### src/rtl/m2s_burst_link.sv
// m2s_burst_link
//   Master-to-slave transfer link. Words written by the master are buffered
//   in a DEPTH-entry FIFO and then an output register. From there they go to
//   the slave over a valid/ready handshake, framed into bursts of BURST_LEN
//   beats. In gated mode (BURST_GATE = 1) a burst is held back until the
//   whole burst is buffered.
//
// Ports
//   clk            system clock, rising edge
//   rst            asynchronous active-high reset
//   data_in        master write data
//   data_en        master write strobe, one word per cycle
//   in_ready       FIFO can accept a write (not full)
//   data_slave_out registered beat offered to the slave
//   slave_valid    data_slave_out holds a beat offered to the slave
//   slave_ready    slave accepts the beat
//   slave_last     offered beat is the final beat of its burst
//   level          words held (FIFO plus output register)
//   overflow       sticky flag: a write was dropped
module m2s_burst_link #(
   parameter int DATA_W     = 8,
   parameter int DEPTH      = 16,
   parameter int BURST_LEN  = 8,
   parameter int BURST_GATE = 0
) (
   input  logic                       clk,
   input  logic                       rst,
   input  logic [DATA_W-1:0]          data_in,
   input  logic                       data_en,
   output logic                       in_ready,
   output logic [DATA_W-1:0]          data_slave_out,
   output logic                       slave_valid,
   input  logic                       slave_ready,
   output logic                       slave_last,
   output logic [$clog2(DEPTH+1):0]   level,
   output logic                       overflow
);

   localparam int AW = $clog2(DEPTH);
   localparam int LW = $clog2(DEPTH+1) + 1;
   localparam int BW = (BURST_LEN > 1) ? $clog2(BURST_LEN) : 1;

   typedef enum logic {IDLE, SEND} state_t;

   state_t            state, state_nxt;
   logic [DATA_W-1:0] mem [DEPTH];
   logic [AW:0]       wr_ptr, rd_ptr;   // MSB is the wrap bit
   logic              fifo_full, fifo_empty;
   logic              out_occ;
   logic              wr_acc, xfer, out_load;
   logic [BW-1:0]     beat_cnt;
   logic              beat_last;
   logic              release_ok;

   assign fifo_empty = (wr_ptr == rd_ptr);
   assign fifo_full  = (wr_ptr[AW] != rd_ptr[AW]) &&
                       (wr_ptr[AW-1:0] == rd_ptr[AW-1:0]);
   assign in_ready   = !fifo_full;
   assign wr_acc     = data_en && !fifo_full;
   assign xfer       = slave_valid && slave_ready;
   // The output register refills whenever it is free or being drained,
   // regardless of FSM state, so the next beat is ready after a bubble.
   assign out_load   = (!out_occ || xfer) && !fifo_empty;
   assign beat_last  = (beat_cnt == BW'(BURST_LEN - 1));
   assign slave_last = slave_valid && beat_last;
   assign release_ok = (BURST_GATE != 0) ? (level >= LW'(BURST_LEN))
                                         : (level != '0);

   // NOTE: the storage array has no reset; the pointers define which entries
   // are live, so clearing them is enough and keeps the array a plain RAM.
   always_ff @(posedge clk) begin
      if (wr_acc) mem[wr_ptr[AW-1:0]] <= data_in;
   end

   // NOTE: every register here uses <= so all of them see the pre-edge
   // values of each other, exactly like the hardware flops they become.
   always_ff @(posedge clk or posedge rst) begin
      if (rst) begin
         wr_ptr         <= '0;
         rd_ptr         <= '0;
         out_occ        <= 1'b0;
         data_slave_out <= '0;
         level          <= '0;
         overflow       <= 1'b0;
         beat_cnt       <= '0;
         state          <= IDLE;
      end else begin
         state <= state_nxt;
         if (wr_acc) wr_ptr <= wr_ptr + 1'b1;
         if (data_en && !wr_acc) overflow <= 1'b1;
         level <= level + LW'(wr_acc) - LW'(xfer);
         if (out_load) begin
            data_slave_out <= mem[rd_ptr[AW-1:0]];
            rd_ptr         <= rd_ptr + 1'b1;
            out_occ        <= 1'b1;
         end else if (xfer) begin
            out_occ <= 1'b0;
         end
         if (xfer) beat_cnt <= beat_last ? '0 : beat_cnt + 1'b1;
      end
   end

   // NOTE: defaults are assigned first so no path leaves an output unassigned,
   // which would otherwise infer a latch.
   always_comb begin
      state_nxt   = state;
      slave_valid = 1'b0;
      unique case (state)
         IDLE: if (release_ok) state_nxt = SEND;
         SEND: begin
            // An empty output register just stalls; the burst stays open.
            slave_valid = out_occ;
            if (out_occ && slave_ready && beat_last) state_nxt = IDLE;
         end
         default: state_nxt = IDLE;
      endcase
   end

endmodule

### config.mk
export PLATFORM = sky130hd
export DESIGN_NAME = m2s_burst_link
export DESIGN_NICKNAME = d
export VERILOG_FILES = /design/src/rtl/m2s_burst_link.sv
export SDC_FILE = /design/constraint.sdc
export NUM_CORES = 1
export LEC_CHECK = 0
export BUFFER_PORTS_ARGS = -buffer_cell sky130_fd_sc_hd__buf_2
export CELL_PAD_IN_SITES_DETAIL_PLACEMENT = 0
export CELL_PAD_IN_SITES_GLOBAL_PLACEMENT = 1
export CORE_MARGIN = 1
export CORE_UTILIZATION = 53
export CTS_BUF_LIST = sky130_fd_sc_hd__clkbuf_4 sky130_fd_sc_hd__clkbuf_8 sky130_fd_sc_hd__clkbuf_16
export CTS_CLUSTER_DIAMETER = 50
export DETAILED_ROUTE_END_ITERATION = 16
export PLACE_DENSITY_LB_ADDON = 0.1
export SETUP_SLACK_MARGIN = 0.2
export SLEW_MARGIN = 20
export SYNTH_ARGS = -nofsm -noshare
export SYNTH_HDL_FRONTEND = slang
export SYNTH_SLANG_ARGS = --single-unit
### constraint.sdc
create_clock -name clk -period 3.2 [get_ports clk]
set_input_delay 0.48 -clock clk [delete_from_list [all_inputs] [get_ports clk]]
set_output_delay 0.48 -clock clk [all_outputs]
set_load 0.005 [all_outputs]
# [After elaboration in Yosys (flattened, before gate mapping)]
# Memories as Yosys holds them, arrays and structs flattened. A register that Yosys moved wholly into a read port is not among the register bits.
# Cells that the tools add are included.
# Widths: inputs -> output; s select.
[totals] memories=1 out_inout_bits=18 mem_bits_ro=0 inputBits=12 register_bits=22 latch_bits=0 mem_bits_rw=128
[op_classes] mul=0 bitwise=1 n_eq_ne=4 shift=0 n_lt_le_gt_ge=0 reduce_logical=15 n_addsub=5 div=0 n_mux=9
[mem_list] memory="mem" depth=16 width=8 rd=1 rd_ports_with_merged_regs=1 write_ports=1 line="46" text="logic [DATA_W-1:0] mem [DEPTH];"
[ops] operator="$add 5x1->5 const B" n=2
[ops] operator="$logic_and 1x1->1" n=8
[ops] operator="$mux 1" n=7
[ops] operator="$add 6x1->6" n=1
[ops] operator="$reduce_bool 6->1" n=1
[ops] operator="$sub 6x1->6" n=1
[ops] operator="$eq 5x5->1" n=1
[ops] operator="$eq 4x4->1" n=1
[ops] operator="$logic_not 1->1" n=4
[ops] operator="$add 3x1->3 const B" n=1
[ops] operator="$eq 3x3->1 const B" n=1
[ops] operator="$mux 3" n=1
[ops] operator="$pmux 1 s2" n=1
[ops] operator="$reduce_bool 2->1" n=1
[ops] operator="$logic_or 1x1->1" n=1
[ops] operator="$ne 1x1->1" n=1
[ops] operator="$not 1->1" n=1

# [Logic depth before layout (Yosys ltp)]
# Gate-level depths: netlist of run 1.
[logic_depth] depth_word=6 depth_mapped=13

# [Worst setup path after synthesis of run 1]
# Ideal clock, no wire load.
[synth_path] kind="reg2reg" start="reg rd_ptr[1]" end="reg level[4]" period_less_slack_ns=2.750 setup_slack_ns=0.450 arrival_time_ns=2.619 n_path_buf=2 path_stages_with_launch=14 cell_sequence="dfrtp_1 > buf_6 > xnor2_1 > and4_1 > a21boi_1 > buf_2 > inv_1 > ha_1 > inv_1 > ha_1 > fa_1 > a21oi_1 > o21ai_0 > xor2_1"
[synth_via] elab_chain_cells=6
[synth_lines] element="start, declared" line="47" text="logic [AW:0] wr_ptr, rd_ptr;"
[synth_lines] element="start signal, assigned" line="94" text="rd_ptr <= rd_ptr + 1'b1;"
[synth_lines] element="$eq 4x4->1" line="57" text="(wr_ptr[AW-1:0] == rd_ptr[AW-1:0]);"
[synth_lines] element="$logic_and 1x1->1" line="56" text="assign fifo_full = (wr_ptr[AW] != rd_ptr[AW]) &&"
[synth_lines] element="$logic_not 1->1" line="59" text="assign wr_acc = data_en && !fifo_full;"
[synth_lines] element="$logic_and 1x1->1" line="59"
[synth_lines] element="$add 6x1->6" line="91" text="level <= level + LW'(wr_acc) - LW'(xfer);"
[synth_lines] element="$sub 6x1->6" line="91"
[synth_lines] element="end signal, assigned" line="91"
[synth_lines] element="end, declared" line="35" text="output logic [$clog2(DEPTH+1):0] level,"
# No other way between the ends.
# A chain may end at the register's enable or synchronous reset.

# [Final worst setup path of run 1]
[layout_path] start="reg wr_ptr[2]" end="reg level[4]"
[layout_via] elab_chain_cells=6
[layout_lines] element="start, declared" line="47"
[layout_lines] element="start signal, assigned" line="89" text="if (wr_acc) wr_ptr <= wr_ptr + 1'b1;"
[layout_lines] element="$eq 4x4->1" line="57"
[layout_lines] element="$logic_and 1x1->1" line="56"
[layout_lines] element="$logic_not 1->1" line="59"
[layout_lines] element="$logic_and 1x1->1" line="59"
[layout_lines] element="$add 6x1->6" line="91"
[layout_lines] element="$sub 6x1->6" line="91"
# No other way between the ends.

==> out/qor.csv, run 1 <==
metric;value;unit
outcome;finished, final reports clean;
dieArea;12900;um^2
final_cell_mix;edfxtp_1, buf_2, dfrtp_1, mux4_2, clkbuf_16;
p_sw;0.00221;W
grt_pass1_wl;19000;um
wl_per_cell;20.5;um
fmax;383;MHz
async_reset_ff_share;19.0;%
final_nets;431;
grt_use_total;20.8;%
place_area;6940;um^2
critical_path_class;flop to flop;
clkLatencyLatePin;430;ps
num_vias;3247;
gr-total-overflow;0;
finalClockSkew;13.5;ps
grt_pass1_vias;3275;
cp_cell_sequence;xnor2_1 > and4_1 > a21boi_1 > inv_1 > ha_1 > inv_1 > ha_1 > fa_1 > a21oi_1 > o21ai_0 > xor2_1;
wl;11900;um
synth-main-ff-cell;edfxtp_1;
slew_violations;0;
drc;0;
syn_avg_cell_area;18.3;um^2
fin_area;7600;um^2
start_util;54.8;%
vdd_drop_max;579;uV
antenna_cells;0;
ff_latch_area;4600;um^2
path_clk_slew;60;ps
critPathMaxStageDelay;460;ps
post_cts_resized;0;
gp_congestion;0.796;
cp.required;3490;ps
ys.warnings.count;0;
fin_tns_setup;0;ps
fin_crit_sh;81.6;%
die_h;114;um
p_int;0.00530;W
numCtsBuffers;17;
synth.area.top_cells;edfxtp_1, dfrtp_1, mux4_2, ha_1, mux2i_1;
postRouteAntennaNets;0;
yosys_register_bits;158;
synth.distinct_cells;42;
netlist_area;6610;um^2
cts_root_buf;clkbuf_16;
rsz0062_at_grt;false;
synth_top_area_cell;edfxtp_1;
cap_viol_max_count;0;
arrival;2900;ps
post_cts_buffers;0;
sw_frac_of_total;29.4;%
drtIter0Drc;244;
io_buffers;29;
share_seq_of_total_power;37.2;%
clock_path_buffers;2;
critPathMaxFanout;8;
std_cell_rows;40;
synth_edf_count;128;
power.leakage;2.83;nW
cts_sinks;158;
synth_nets;390;
setup_viol;0;
pwr-share-clk;29.9;%
holdBufCountCts;0;
layout-drive-gt1-share;27.9;%
period_minus_slack;2610;ps
core_area;12100;um^2
antenna_found_initial;0;
place_hpwl;7740;um
n_fill_cell;860;
start_kind;flop;
hp-class;input port to asynchronous set/reset pin;
multiInputGateArea;1850;um^2
drtPass1Iterations;4;
final_hold_viol_count;0;
syn-instance-count;362;
grt_start_max_net_pins;44;
chipWidth;114;um
max_slew_margin;36.2;%
combinationalPowerShare;32.9;%
end_kind;flop;
num_io_pins;30;
max_slew.worst_pin.slew;955;ps
yosysSeqAreaShare;69.5;%
syn2layout_area_growth;15.0;%
final_common_cell;edfxtp_1;
synth_top_cell_area_share;58.2;%
h-tree-depth;4;
power_density;988;nW/um^2
viasPerCell;5.56;
tritoncts;yes;
critPathSlowestCell;dfrtp_1;
## stage by stage
step                total power [W]  util [%]  std cells  worst slack, ps  hold WS (ps)
floorplan                   0.00468         -        362              450           466
global placement            0.00531      57.5        552              648           458
detailed placement          0.00533      57.5        552              611           459
CTS                         0.00758      63.0        584              580           312
global route                0.00791      63.0        584              375           195
finish                      0.00751      63.0        584              590           147
## cells by family after synthesis
family	Yosys count	synth area share [%]
compound gates	35	4.20
xor+xnor	17	2.25
fa+ha+maj	16	3.14
buf+inv	33	2.48
flops	158	69.5
mux	60	14.5
simple gates	43	3.92
## layout make-up
class,count,area share (%)
inverters,16,0.790
clock inverters,12,2.83
well taps,168,2.77
multi-input cells,171,24.3
repair buffers,39,2.90
flip-flops and latches,158,60.5
clock buffers,20,5.89
## registers in the layout (all words and copies together), names as in the netlist
| name | flops |
|---|---|
| level | 6 |
| out_occ | 1 |
| data_slave_out | 8 |
| mem | 128 |
| state | 1 |
| beat_cnt | 3 |
| rd_ptr | 5 |
| overflow | 1 |
| wr_ptr | 5 |
## power by group through the flow
stage          Combinational, W  Sequential [W]  Clock, W
3_5_place_dp            0.00250         0.00283         0
5_1_grt                 0.00272         0.00283   0.00236
6_report                0.00247         0.00279   0.00224
2_1_floorplan           0.00190         0.00278         0
4_1_cts                 0.00251         0.00280   0.00228
3_3_place_gp            0.00250         0.00282         0
## final timing paths
| check | start | depth (start not counted) | end | slack [ps] |
|---|---|---|---|---|
| worst max-delay path | wr_ptr[2] | 11 | level[4] | 590 |
| worst min-delay path | rst | 2 | data_slave_out[1] | 150 |
| worst max register to register | wr_ptr[2] | 11 | level[4] | 590 |
| worst min register to register | overflow | 1 | overflow | 470 |
| max in group asynchronous | rst | 3 | data_slave_out[6] | 2520 |
| min in group clk | data_en | 2 | overflow | 360 |
## routing by layer
| layer | track usage, % | vias up | share of wire, % |
|---|---|---|---|
| li1 | - | 1511 | - |
| met1 | 30.1 | 1648 | 48 |
| met2 | 31.1 | 78 | 47 |
| met3 | 4.62 | 10 | 4.2 |
| met4 | 8.42 | 0 | 1.1 |
| met5 | 0 | - | 0 |
## critical path, delay by kind of cell, from the launching register on
| kind | cells | cell delay, ps |
|---|---|---|
| simple gates | 1 | 260 |
| xor+xnor | 2 | 320 |
| buf+inv | 2 | 120 |
| fa+ha+maj | 3 | 880 |
| flops | 1 | 460 |
| compound gates | 3 | 450 |
## synthesized netlist by cell type, drive strengths merged, types with 2 or more instances
master,instances
a21boi,2
a21o,2
a21oi,2
a221oi,8
a22o,8
and2,2
and3,16
buf,13
clkbuf,4
dfrtp,30
edfxtp,128
ha,15
inv,16
mux2,20
mux2i,16
mux4,24
nand2,2
nand2b,8
nand3,2
nor2,2
nor2b,5
nor3,2
o211ai,5
o21ai,3
xnor2,12
xor2,5
Power figures use the tool's default switching activity.
==> run 2, diff against run 1 <==
- clock period: 3.2 -> 2.5 ns (I/O delays scaled with it)
==> out/qor.csv, run 2 (synthesis results as in run 1) <==
metric;value;unit;change
drt-met1-wl;5900;um;+3.1%
clock_path_buffers;2;;unchanged
final_nets;447;;+3.7%
tritoncts;yes;;
place_hpwl;8170;um;+5.6%
arrival;2630;ps;-270 ps
cts_sinks;158;;unchanged
hp-class;input port to asynchronous set/reset pin;;
gr-total-overflow;0;;unchanged
critical_path_class;flop to flop;;
fmax;430;MHz;+12%
holdBufCountCts;0;;unchanged
grt_pass1_vias;3433;;+4.8%
max_slew.worst_pin.slew;946;ps;-9.62 ps
final_cell_mix;edfxtp_1, buf_2, dfrtp_1, buf_4, mux4_2;;
endpoint;level[4];;
viasPerCell;5.65;;+1.7%
cts_root_buf;clkbuf_16;;
p_int;0.00655;W;+24%
n_fill_cell;866;;+0.70%
postRouteAntennaNets;0;;unchanged
critPathMaxFanout;3;;-5
slew_violations;0;;unchanged
critPathLaunch;rd_ptr[1];;
r2r_slack;170;ps;-420 ps
p_total;0.00957;W;+27%
worst_r2r_path_depth;11;;unchanged
drtPass1Iterations;4;;unchanged
io_buffers;29;;unchanged
setup_viol;0;;unchanged
start_kind;flop;;
pwr-share-clk;24.4;%;-5.5 points
cp.required;2800;ps;-690 ps
r2r-end;level[4];;
num_vias;3392;;+4.5%
num_io_pins;30;;unchanged
antenna_cells;0;;unchanged
wl_met3;513;um;+2.6%
h-tree-depth;4;;unchanged
p_sw;0.00301;W;+36%
power.leakage;2.88;nW;+1.7%
drc;0;;unchanged
die_h;114;um;unchanged
chipWidth;114;um;unchanged
finalClockSkew;5.82;ps;-7.72 ps
layout-drive-gt1-share;34.3;%;+6.4 points
fin_tns_setup;0;ps;unchanged
wl;12700;um;+6.3%
share_seq_of_total_power;37.3;%;about the same
wl_per_cell;21.2;um;+3.5%
cap_viol_max_count;0;;unchanged
clkLatencyLatePin;420;ps;about the same
grt_use_total;21.6;%;+0.76 points
rsz0062_at_grt;true;;
end_kind;flop;;
drtIter0Drc;233;;-4.5%
top_layer_used;met4;;
start_util;54.8;%;unchanged
fin_crit_sh;93.1;%;+12 points
outcome;finished, final reports clean;;
final_common_cell;edfxtp_1;;
syn2layout_area_growth;16.5;%;
grt_pass1_wl;19600;um;+3.3%
antenna_found_initial;0;;unchanged
core_area;12100;um^2;unchanged
std_cell_rows;40;;unchanged
dr_wl_met2;6070;um;+8.7%
final_hold_viol_count;0;;unchanged
combinationalPowerShare;38.4;%;+5.5 points
numCtsBuffers;17;;unchanged
r2r-start;rd_ptr[1];;
largest_reg_flops;128;;unchanged
path_clk_slew;60;ps;about the same
vdd_drop_max;674;uV;+17%
period_minus_slack;2330;ps;-282 ps
grt_start_max_net_pins;44;;unchanged
power_density;1240;nW/um^2;+26%
dieArea;12900;um^2;unchanged
sw_frac_of_total;31.5;%;+2.1 points
gp_congestion;0.768;;-3.5%
max_slew_margin;36.8;%;+0.64 points
[run 2: cell count changes in the layout (fill, tap and decap cells not counted), moves of 3 or more]
| cell | change |
|---|---|
| clkinv_2 | +3 |
| bufinv_16 | -5 |
| xnor2_1 | -4 |
| buf_4 | +15 |
| inv_2 | +3 |
| xnor2_2 | +4 |
[run 2: metal layers]
metal	vias up	GRT usage, %
li1	1539	-
met1	1760	30.4
met2	77	33.5
met3	16	4.62
met4	0	7.89
met5	-	0
[run 2: metrics by stage]
stage	instance area, um^2	setup WS (ps)	instances	util, %	hold slack [ps]
final	7700	172	600	63.8	13.6
after global routing	7700	100	600	63.8	46.1
after CTS	7620	202	596	63.2	27.4
after detailed placement	7040	152	560	58.4	454
after global placement	7040	213	560	58.4	461
after floorplan	6650	31.5	362	-	466
[run 2: area by class of cell]
| class | instances | area, um^2 | area share (%) |
|---|---|---|---|
| clock buffer | 18 | 433 | 5.63 |
| clock inverter | 14 | 103 | 1.33 |
| inverter | 16 | 60.1 | 0.780 |
| multi-input combinational | 171 | 1940 | 25.2 |
| sequential | 158 | 4600 | 59.8 |
| tap | 168 | 210 | 2.73 |
| timing repair buffer | 55 | 353 | 4.58 |
[run 2: timing repair]
| action | CTS | global route |
|---|---|---|
| buffers inserted | 4 | 4 |
| pin swaps | 2 | 9 |
| setup endpoints to repair | 2 | 7 |
| gates resized for setup | 4 | 6 |
[run 2: worst min-delay path by stage]
| stage | slack [ps] | endpoint | from | depth (start not counted) |
|---|---|---|---|---|
| after floorplan | 470 | beat_cnt[0] | rst | 1 |
| after global placement | 460 | overflow | overflow | 1 |
| after detailed placement | 450 | overflow | overflow | 1 |
| after CTS | 30 | data_slave_out[1] | rst | 3 |
| after global routing | 50 | data_slave_out[5] | rst | 3 |
| final | 10 | data_slave_out[0] | rst | 3 |
[run 2: worst max-delay path: stages (launching register included)]
cell	delay (ps)
dfrtp_2	430
xnor2_2	150
and4_4	220
a21boi_4	150
inv_2	60
ha_4	260
inv_2	40
ha_4	150
fa_2	370
a21oi_2	160
o21ai_2	80
xor2_1	140
[run 2: power groups by stage]
stage          sequential [W]  combinational, W  clock [W]
2_1_floorplan         0.00357           0.00251          0
3_3_place_gp          0.00359           0.00344          0
3_5_place_dp          0.00361           0.00347          0
4_1_cts               0.00355           0.00359    0.00237
5_1_grt               0.00362           0.00402    0.00246
6_report              0.00356           0.00367    0.00233
